===== config.mk =====
export PLATFORM = sky130hd
export DESIGN_NAME = fetch_unit
export DESIGN_NICKNAME = d
export VERILOG_FILES = /design/src/rtl/fetch_unit_pkg.sv /design/src/rtl/fetch_unit.sv
export SDC_FILE = /design/constraint.sdc
export NUM_CORES = 1
export LEC_CHECK = 0
export BUFFER_PORTS_ARGS = -buffer_cell sky130_fd_sc_hd__buf_2
export CAP_MARGIN = 20
export CORE_MARGIN = 4
export CORE_UTILIZATION = 35
export DETAILED_ROUTE_END_ITERATION = 10
export GPL_ROUTABILITY_DRIVEN = 1
export PLACE_DENSITY_LB_ADDON = 0.3
export SLEW_MARGIN = 15
export SYNTH_ARGS = -nofsm -noshare
export SYNTH_HDL_FRONTEND = slang
export SYNTH_SLANG_ARGS = --single-unit

===== constraint.sdc =====
create_clock -name clk -period 2.11 [get_ports clk]
set_input_delay 0.422 -clock clk [delete_from_list [all_inputs] [get_ports clk]]
set_output_delay 0.422 -clock clk [all_outputs]
set_load 0.005 [all_outputs]

===== src/rtl/fetch_unit_pkg.sv =====
// ============================================================================
// Module  : fetch_unit_pkg
// Brief   : Shared widths, fetch FSM state encoding, PCWrite codes and the
//           IF/ID payload struct used by the instruction-fetch stage.
// Revision: 1.0
// ============================================================================
`default_nettype none

package fetch_unit_pkg;

  typedef logic [63:0] u64;
  typedef logic [31:0] u32;

  typedef enum logic [1:0] {
    IDLE  = 2'd0,
    REQ   = 2'd1,
    DRAIN = 2'd2,
    HOLD  = 2'd3
  } fetch_state_t;

  localparam logic [1:0] PCW_WRITE = 2'b00;
  localparam logic [1:0] PCW_HOLD  = 2'b01;

  // Laid out so the IF/ID register can capture it as a single word.
  typedef struct packed {
    logic valid;
    u64   pc;
    u32   instr;
    logic exc;
  } fetch_data_t;

endpackage

`default_nettype wire


===== src/rtl/fetch_unit.sv =====
// ============================================================================
// Module  : fetch_unit
// Brief   : Single-outstanding instruction fetch FSM with IF/ID handshake and
//           PCWrite control back to the PC register.
// Revision: 1.0
// ============================================================================
`default_nettype none

module fetch_unit
  import fetch_unit_pkg::*;
#(
  parameter int XLEN       = 64,
  parameter int ILEN       = 32,
  parameter int ALIGN_BITS = 2
) (
  input  logic            clk,
  input  logic            reset,
  input  logic [XLEN-1:0] pc,
  input  logic            flush,
  output logic            ireq_valid,
  output logic [XLEN-1:0] ireq_addr,
  input  logic            iresp_data_ok,
  input  logic [ILEN-1:0] iresp_data,
  output logic            f_valid,
  output logic [XLEN-1:0] f_pc,
  output logic [ILEN-1:0] f_instr,
  output logic            f_exc,
  input  logic            d_ready,
  output logic [1:0]      pc_stall
);

  fetch_state_t    state_q, state_d;
  logic [XLEN-1:0] req_addr_q, req_addr_d;
  logic [ILEN-1:0] instr_q, instr_d;
  logic            exc_q, exc_d;
  fetch_data_t     fd;

  always_ff @(posedge clk or negedge reset) begin
    if (!reset) begin
      state_q    <= IDLE;
      req_addr_q <= '0;
      instr_q    <= '0;
      exc_q      <= 1'b0;
    end else begin
      state_q    <= state_d;
      req_addr_q <= req_addr_d;
      instr_q    <= instr_d;
      exc_q      <= exc_d;
    end
  end

  always_comb begin
    state_d    = state_q;
    req_addr_d = req_addr_q;
    instr_d    = instr_q;
    exc_d      = exc_q;
    ireq_valid = 1'b0;
    ireq_addr  = '0;
    fd         = '0;
    pc_stall   = PCW_HOLD;

    case (state_q)
      IDLE: begin
        if (flush) begin
          pc_stall = PCW_WRITE;
        end else if (pc[ALIGN_BITS-1:0] != '0) begin
          // Misaligned PCs never reach the bus; they report straight to IF/ID.
          req_addr_d = pc;
          exc_d      = 1'b1;
          instr_d    = '0;
          state_d    = HOLD;
        end else begin
          req_addr_d = pc;
          exc_d      = 1'b0;
          state_d    = REQ;
        end
      end
      REQ: begin
        ireq_valid = 1'b1;
        ireq_addr  = req_addr_q;
        if (iresp_data_ok && flush) begin
          state_d  = IDLE;
          pc_stall = PCW_WRITE;
        end else if (iresp_data_ok) begin
          instr_d = iresp_data;
          state_d = HOLD;
        end else if (flush) begin
          state_d  = DRAIN;
          pc_stall = PCW_WRITE;
        end
      end
      DRAIN: begin
        // The stale request must still complete on the bus; its data is dropped.
        ireq_valid = 1'b1;
        ireq_addr  = req_addr_q;
        if (iresp_data_ok) state_d = IDLE;
        if (flush) pc_stall = PCW_WRITE;
      end
      HOLD: begin
        fd.valid = 1'b1;
        fd.pc    = u64'(req_addr_q);
        fd.instr = u32'(instr_q);
        fd.exc   = exc_q;
        if (flush || d_ready) begin
          state_d  = IDLE;
          pc_stall = PCW_WRITE;
        end
      end
      default: state_d = IDLE;
    endcase

    if (!reset) pc_stall = PCW_HOLD;
  end

  assign f_valid = fd.valid;
  assign f_pc    = fd.pc[XLEN-1:0];
  assign f_instr = fd.instr[ILEN-1:0];
  assign f_exc   = fd.exc;

endmodule

`default_nettype wire


Word level (Yosys, flattened, before mapping). Index checks and enable logic that the tools add are counted.

Register bits after elaboration: 99. Logic and storage cells: 48.

Eq/ne operators: 10. Muxes and demuxes: 23. Bitwise operators: 1. Reductions and logical operators: 10.

Operator list (number): $mux W32 (4); $mux W98 (1); $mux W64 (1); $pmux W32 S2 (1); $mux W2 (8); $ne A2 B2 Y1 const B (6); $pmux W2 S4 (1); $mux W1 (6); $pmux W2 S3 (1); $reduce_and A5 Y1 (1); $eq A2 B2 Y1 const B (2); $ne A4 B4 Y1 const B (1); $reduce_and A4 Y1 (1); $reduce_bool A2 Y1 (2); $reduce_or A2 Y1 (2); $eq A2 B1 Y1 const B (1); $logic_not A2 Y1 (1); $reduce_and A2 Y1 (1); $logic_and A1 B1 Y1 (1); $logic_or A1 B1 Y1 (1); $not A1 Y1 (1).

Logic depth before layout (Yosys ltp).
Word-level depth: 5. Gate-level depth with buffers: 8. Depth with buffers taken out: 6.

Worst setup path before layout. OpenSTA, ideal clock, no wires.

Kind: register to register. Start: register state_q[0]. End: register req_addr_q[0]. Library setup time: 0.125 ns. Arrival time: 1.664 ns. Data required time: 1.985 ns. Path slack: 0.321 ns. Stages on the path, launching flop included: 8. Clock period less this slack: 1.789 ns. Cells stage by stage: dfrtp_1 -> inv_1 -> ha_1 -> buf_2 -> nor2b_1 -> buf_2 -> buf_4 -> mux2_2.

Word-level cells in the longest chain between the ends: 2.

RTL lines: start, declared (line fetch_unit.sv:32) `fetch_state_t state_q, state_d;`; start signal, assigned (line fetch_unit.sv:45) `state_q <= state_d;`; $logic_not A2 Y1 (line fetch_unit.sv:62) `case (state_q)`; $reduce_and A2 Y1 (no line); end signal, assigned (line fetch_unit.sv:46) `req_addr_q <= req_addr_d;`; end, declared (line fetch_unit.sv:33) `logic [XLEN-1:0] req_addr_q, req_addr_d;`.

Every way passes these cells. A chain may end at the register's enable or synchronous reset.

Worst setup path after layout.
Start: register state_q[0]. End: output port ireq_addr[54].

Word-level cells in the longest chain between the ends: 3.

RTL lines: $eq A2 B2 Y1 or $eq A2 B1 Y1 (tied branches) (line fetch_unit.sv:62); $reduce_or A2 Y1 (no line) *; $mux W64 * (line fetch_unit.sv:62); end, declared (line fetch_unit.sv:21) `output logic [XLEN-1:0] ireq_addr,`.

Mark *: on every way between the ends. The rest lies on a longest branch, timed or not.

==> results.md <==
- WL/cell: roughly 14 um
- Hold buffer count at cts: 0
- Main synth FF type: dfrtp_1
- Grt met3 use: 0.0454
- Placed wire-length estimate: between 9000 and 10000 um
- Clock transition at the registers of the reported paths: ~80 ps
- # nets final: 838
- DR vias: around 4200
- Die X: 128 um
- Placement Setup Slack: 195 ps
- Core Region: approximately 0.014 sq mm
- Netlist Area Pre-Place: about 0.0050 sq mm
- Critical path class: flip-flop to primary output
- Most common cell in the synthesized netlist: and2_1
- Synth cell count leaders: and2_1 (161), dfrtp_1 (99), mux2_2 (65), inv_1 (36)
- Layout fillers: approximately 1300
- Number of synthesized flops with an enable pin: 0
- Initial antenna violation count: 1
- WP depth: 5
- WP data required: 1690 ps
- I/O Buffers: roughly 260
- Worst vdd ir: between 0.6 and 0.7 mV
- First-pass GRT wire length: 21100 um
- RSZ-0062 raised after global routing: yes
- Die area: between 0.015 and 0.02 sq mm
- Met2 Resource Use GR: 0.286
- # rows: 43
- Gr usage total: 0.162
- Syn avg cell area: ~10 sq um
- Vias in the first global route: 4254
- Post-synth top area share: 0.492
- R2R cell count: 7
- Setup ws final: 65.8 ps
- P_leak: 3.60 nW
- Yosys warnings: 0
- TritonCTS clock tree: yes
- Slew HR: 0.648
- Final ANT Viol Nets: 0
- Startpoint Class: flip-flop
- Syn_nets: about 590
- CTS root buf: clkbuf_16
- Worst path cell trace: inv_1 > ha_4 > buf_8 > and2_1 > buf_2
- Final setup violation count: 0
- Final Instance Area: about 0.0069 sq mm
- Tot Pwr: about 0.01 W
- Sequential fraction of the synthesis area: 0.492
- Critical path data arrival time: 1620 ps
- Num CTS Buffers: 9
- Latest clock arrival within the worst-skew pair: between 300 and 400 ps
- Share of layout cells above drive strength 1: 0.486
- Largest net degree at the start of global routing: 100
- Met1 Usage GRT: 0.186
- Setup Skew: around 12 ps
- TNS Setup: 0 ps
- Fin crit period: around 2000 ps
- Max Slew Vio Count: 0
- Top cell type by total area after synthesis: dfrtp_1
- Die H: around 130 um
- Worst slew pin tran: approximately 530 ps
- Crit path max-delay cell type: dfrtp_1
- Clk buf depth: 2
- First DRT Iteration DRCs: between 100 and 150
- Drt drc: 0
- CTS H-tree lvls: 3
- Vias/cell: 4.60
- Total wire length: roughly 13000 um
- Top post-synthesis cells by area: dfrtp_1 (49%), and2_1 (20%), mux2_2 (15%), nand3_1 (3.2%), o21ai_0 (3.2%)
- Status: finished clean
- Critical path's largest stage delay: approximately 400 ps
- Synth cell types: 22
- Reg2Reg Setup Slack: ~300 ps
- Cell Area, Placed: between 0.006 and 0.007 sq mm
- Fmax: just under 0.5 GHz
- Final Wtd Congestion: a little over 0.8
- HP Class: input port to async pin
- Period Utilization, post-route: 0.969
- CP endpoint kind: primary output
- CP max FO: 31
- Post-layout util: 0.493
- Flop and latch count out of synthesis: 99
- Area growth syn-to-layout: 36.9%
- Max-cap violations: 0
- Post-synth ARST share: 1.00
- GRT busiest layer: met2
- Multi-input gate area: 0.00226 sq mm
- I/O pins: around 270
- Post-Synthesis Cells: between 400 and 500
- Register area: 0.00248 sq mm
- Total gr overflow: 0
- Initial core utilization: 0.360
- WP buf/inv: 3
- Final Hold Fails: 0
- Num Clock Sinks: 99
- Family with the most delay on the worst path: flip-flops
- Power Dens Cells: 1470 mW/mm^2
- DR pass1 iterations: 4
area by class of cell:
class,instances,area share
Sequential cell,99,0.359
Multi-Input combinational cell,313,0.327
Timing Repair Buffer,274,0.214
Clock buffer,9,0.0327
Tap cell,180,0.0327
Inverter,36,0.0196
Clock inverter,7,0.0141
Antenna cell,1,0.000363
registers in the layout, summed over array words and instances, names as in the netlist:
signal      cells
instr_q        32
state_q         2
req_addr_q     64
exc_q           1
logic make-up after synthesis:
group,count (synthesis),share of synthesized area
buffers and inverters,72,0.0643
multiplexers,67,0.149
flip-flops,99,0.492
AO/OA/AOI/OAI,43,0.0469
other,1,0.000744
adder cells (fa/ha/maj),4,0.00994
AND/OR/NAND/NOR,198,0.237
cell usage in the layout, fill, tap and decap left out:
| cell | count |
|---|---|
| ha_4 | 1 |
| nand3_1 | 32 |
| diode_2 | 1 |
| o21a_1 | 1 |
| bufinv_16 | 2 |
| ha_1 | 2 |
| o21ai_0 | 32 |
| clkbuf_16 | 9 |
| nor2b_1 | 1 |
| buf_6 | 2 |
| buf_4 | 3 |
| clkinv_2 | 1 |
| a211oi_4 | 1 |
| dfrtp_1 | 99 |
| and2_1 | 161 |
| buf_8 | 1 |
| mux2_2 | 65 |
| nor2b_4 | 1 |
| buf_2 | 263 |
| inv_1 | 36 |
| nor4_1 | 1 |
| a2bb2oi_1 | 1 |
| buf_12 | 5 |
| clkinvlp_4 | 2 |
| a21oi_1 | 3 |
| o21ai_1 | 5 |
| nor2_1 | 2 |
| conb_1 | 1 |
| mux2i_1 | 2 |
| inv_6 | 2 |
| ha_2 | 1 |
what timing repair did:
action                     in CTS  in global routing
setup endpoints to repair      65                 74
setup buffers                   0                  0
pin swaps                       0                  0
gates resized for setup         5                  1
power by group:
group / switching, W / internal [W] / total (W)
registers: 0.000570 / 0.00283 / 0.00340
logic: 0.00225 / 0.00269 / 0.00495
clock network: 0.000730 / 0.00105 / 0.00177
metrics by stage:
step           cells  hold WS (ps)
3_5_place_dp     902           507
4_1_cts          918           175
2_1_floorplan    484           126
6_report         919           150
5_1_grt          919           192
3_3_place_gp     902           500
routing by layer:
metal | vias up | wire (um)
met5 | - | 0
li1 | 2046 | -
met3 | 25 | 1090
met2 | 178 | 6650
met4 | 0 | 290
met1 | 1974 | 5220
path summary, 6_finish.rpt:
check,start,to
worst max register to register,state_q[1],instr_q[4]
max in group asynchronous,reset,req_addr_q[47]
min in group clk,pc[56],req_addr_q[56]
worst min register to register,req_addr_q[63],req_addr_q[63]
worst min-delay path,reset,instr_q[30]
worst max-delay path,state_q[0],ireq_addr[54]
(Power assumes the default switching activity.)
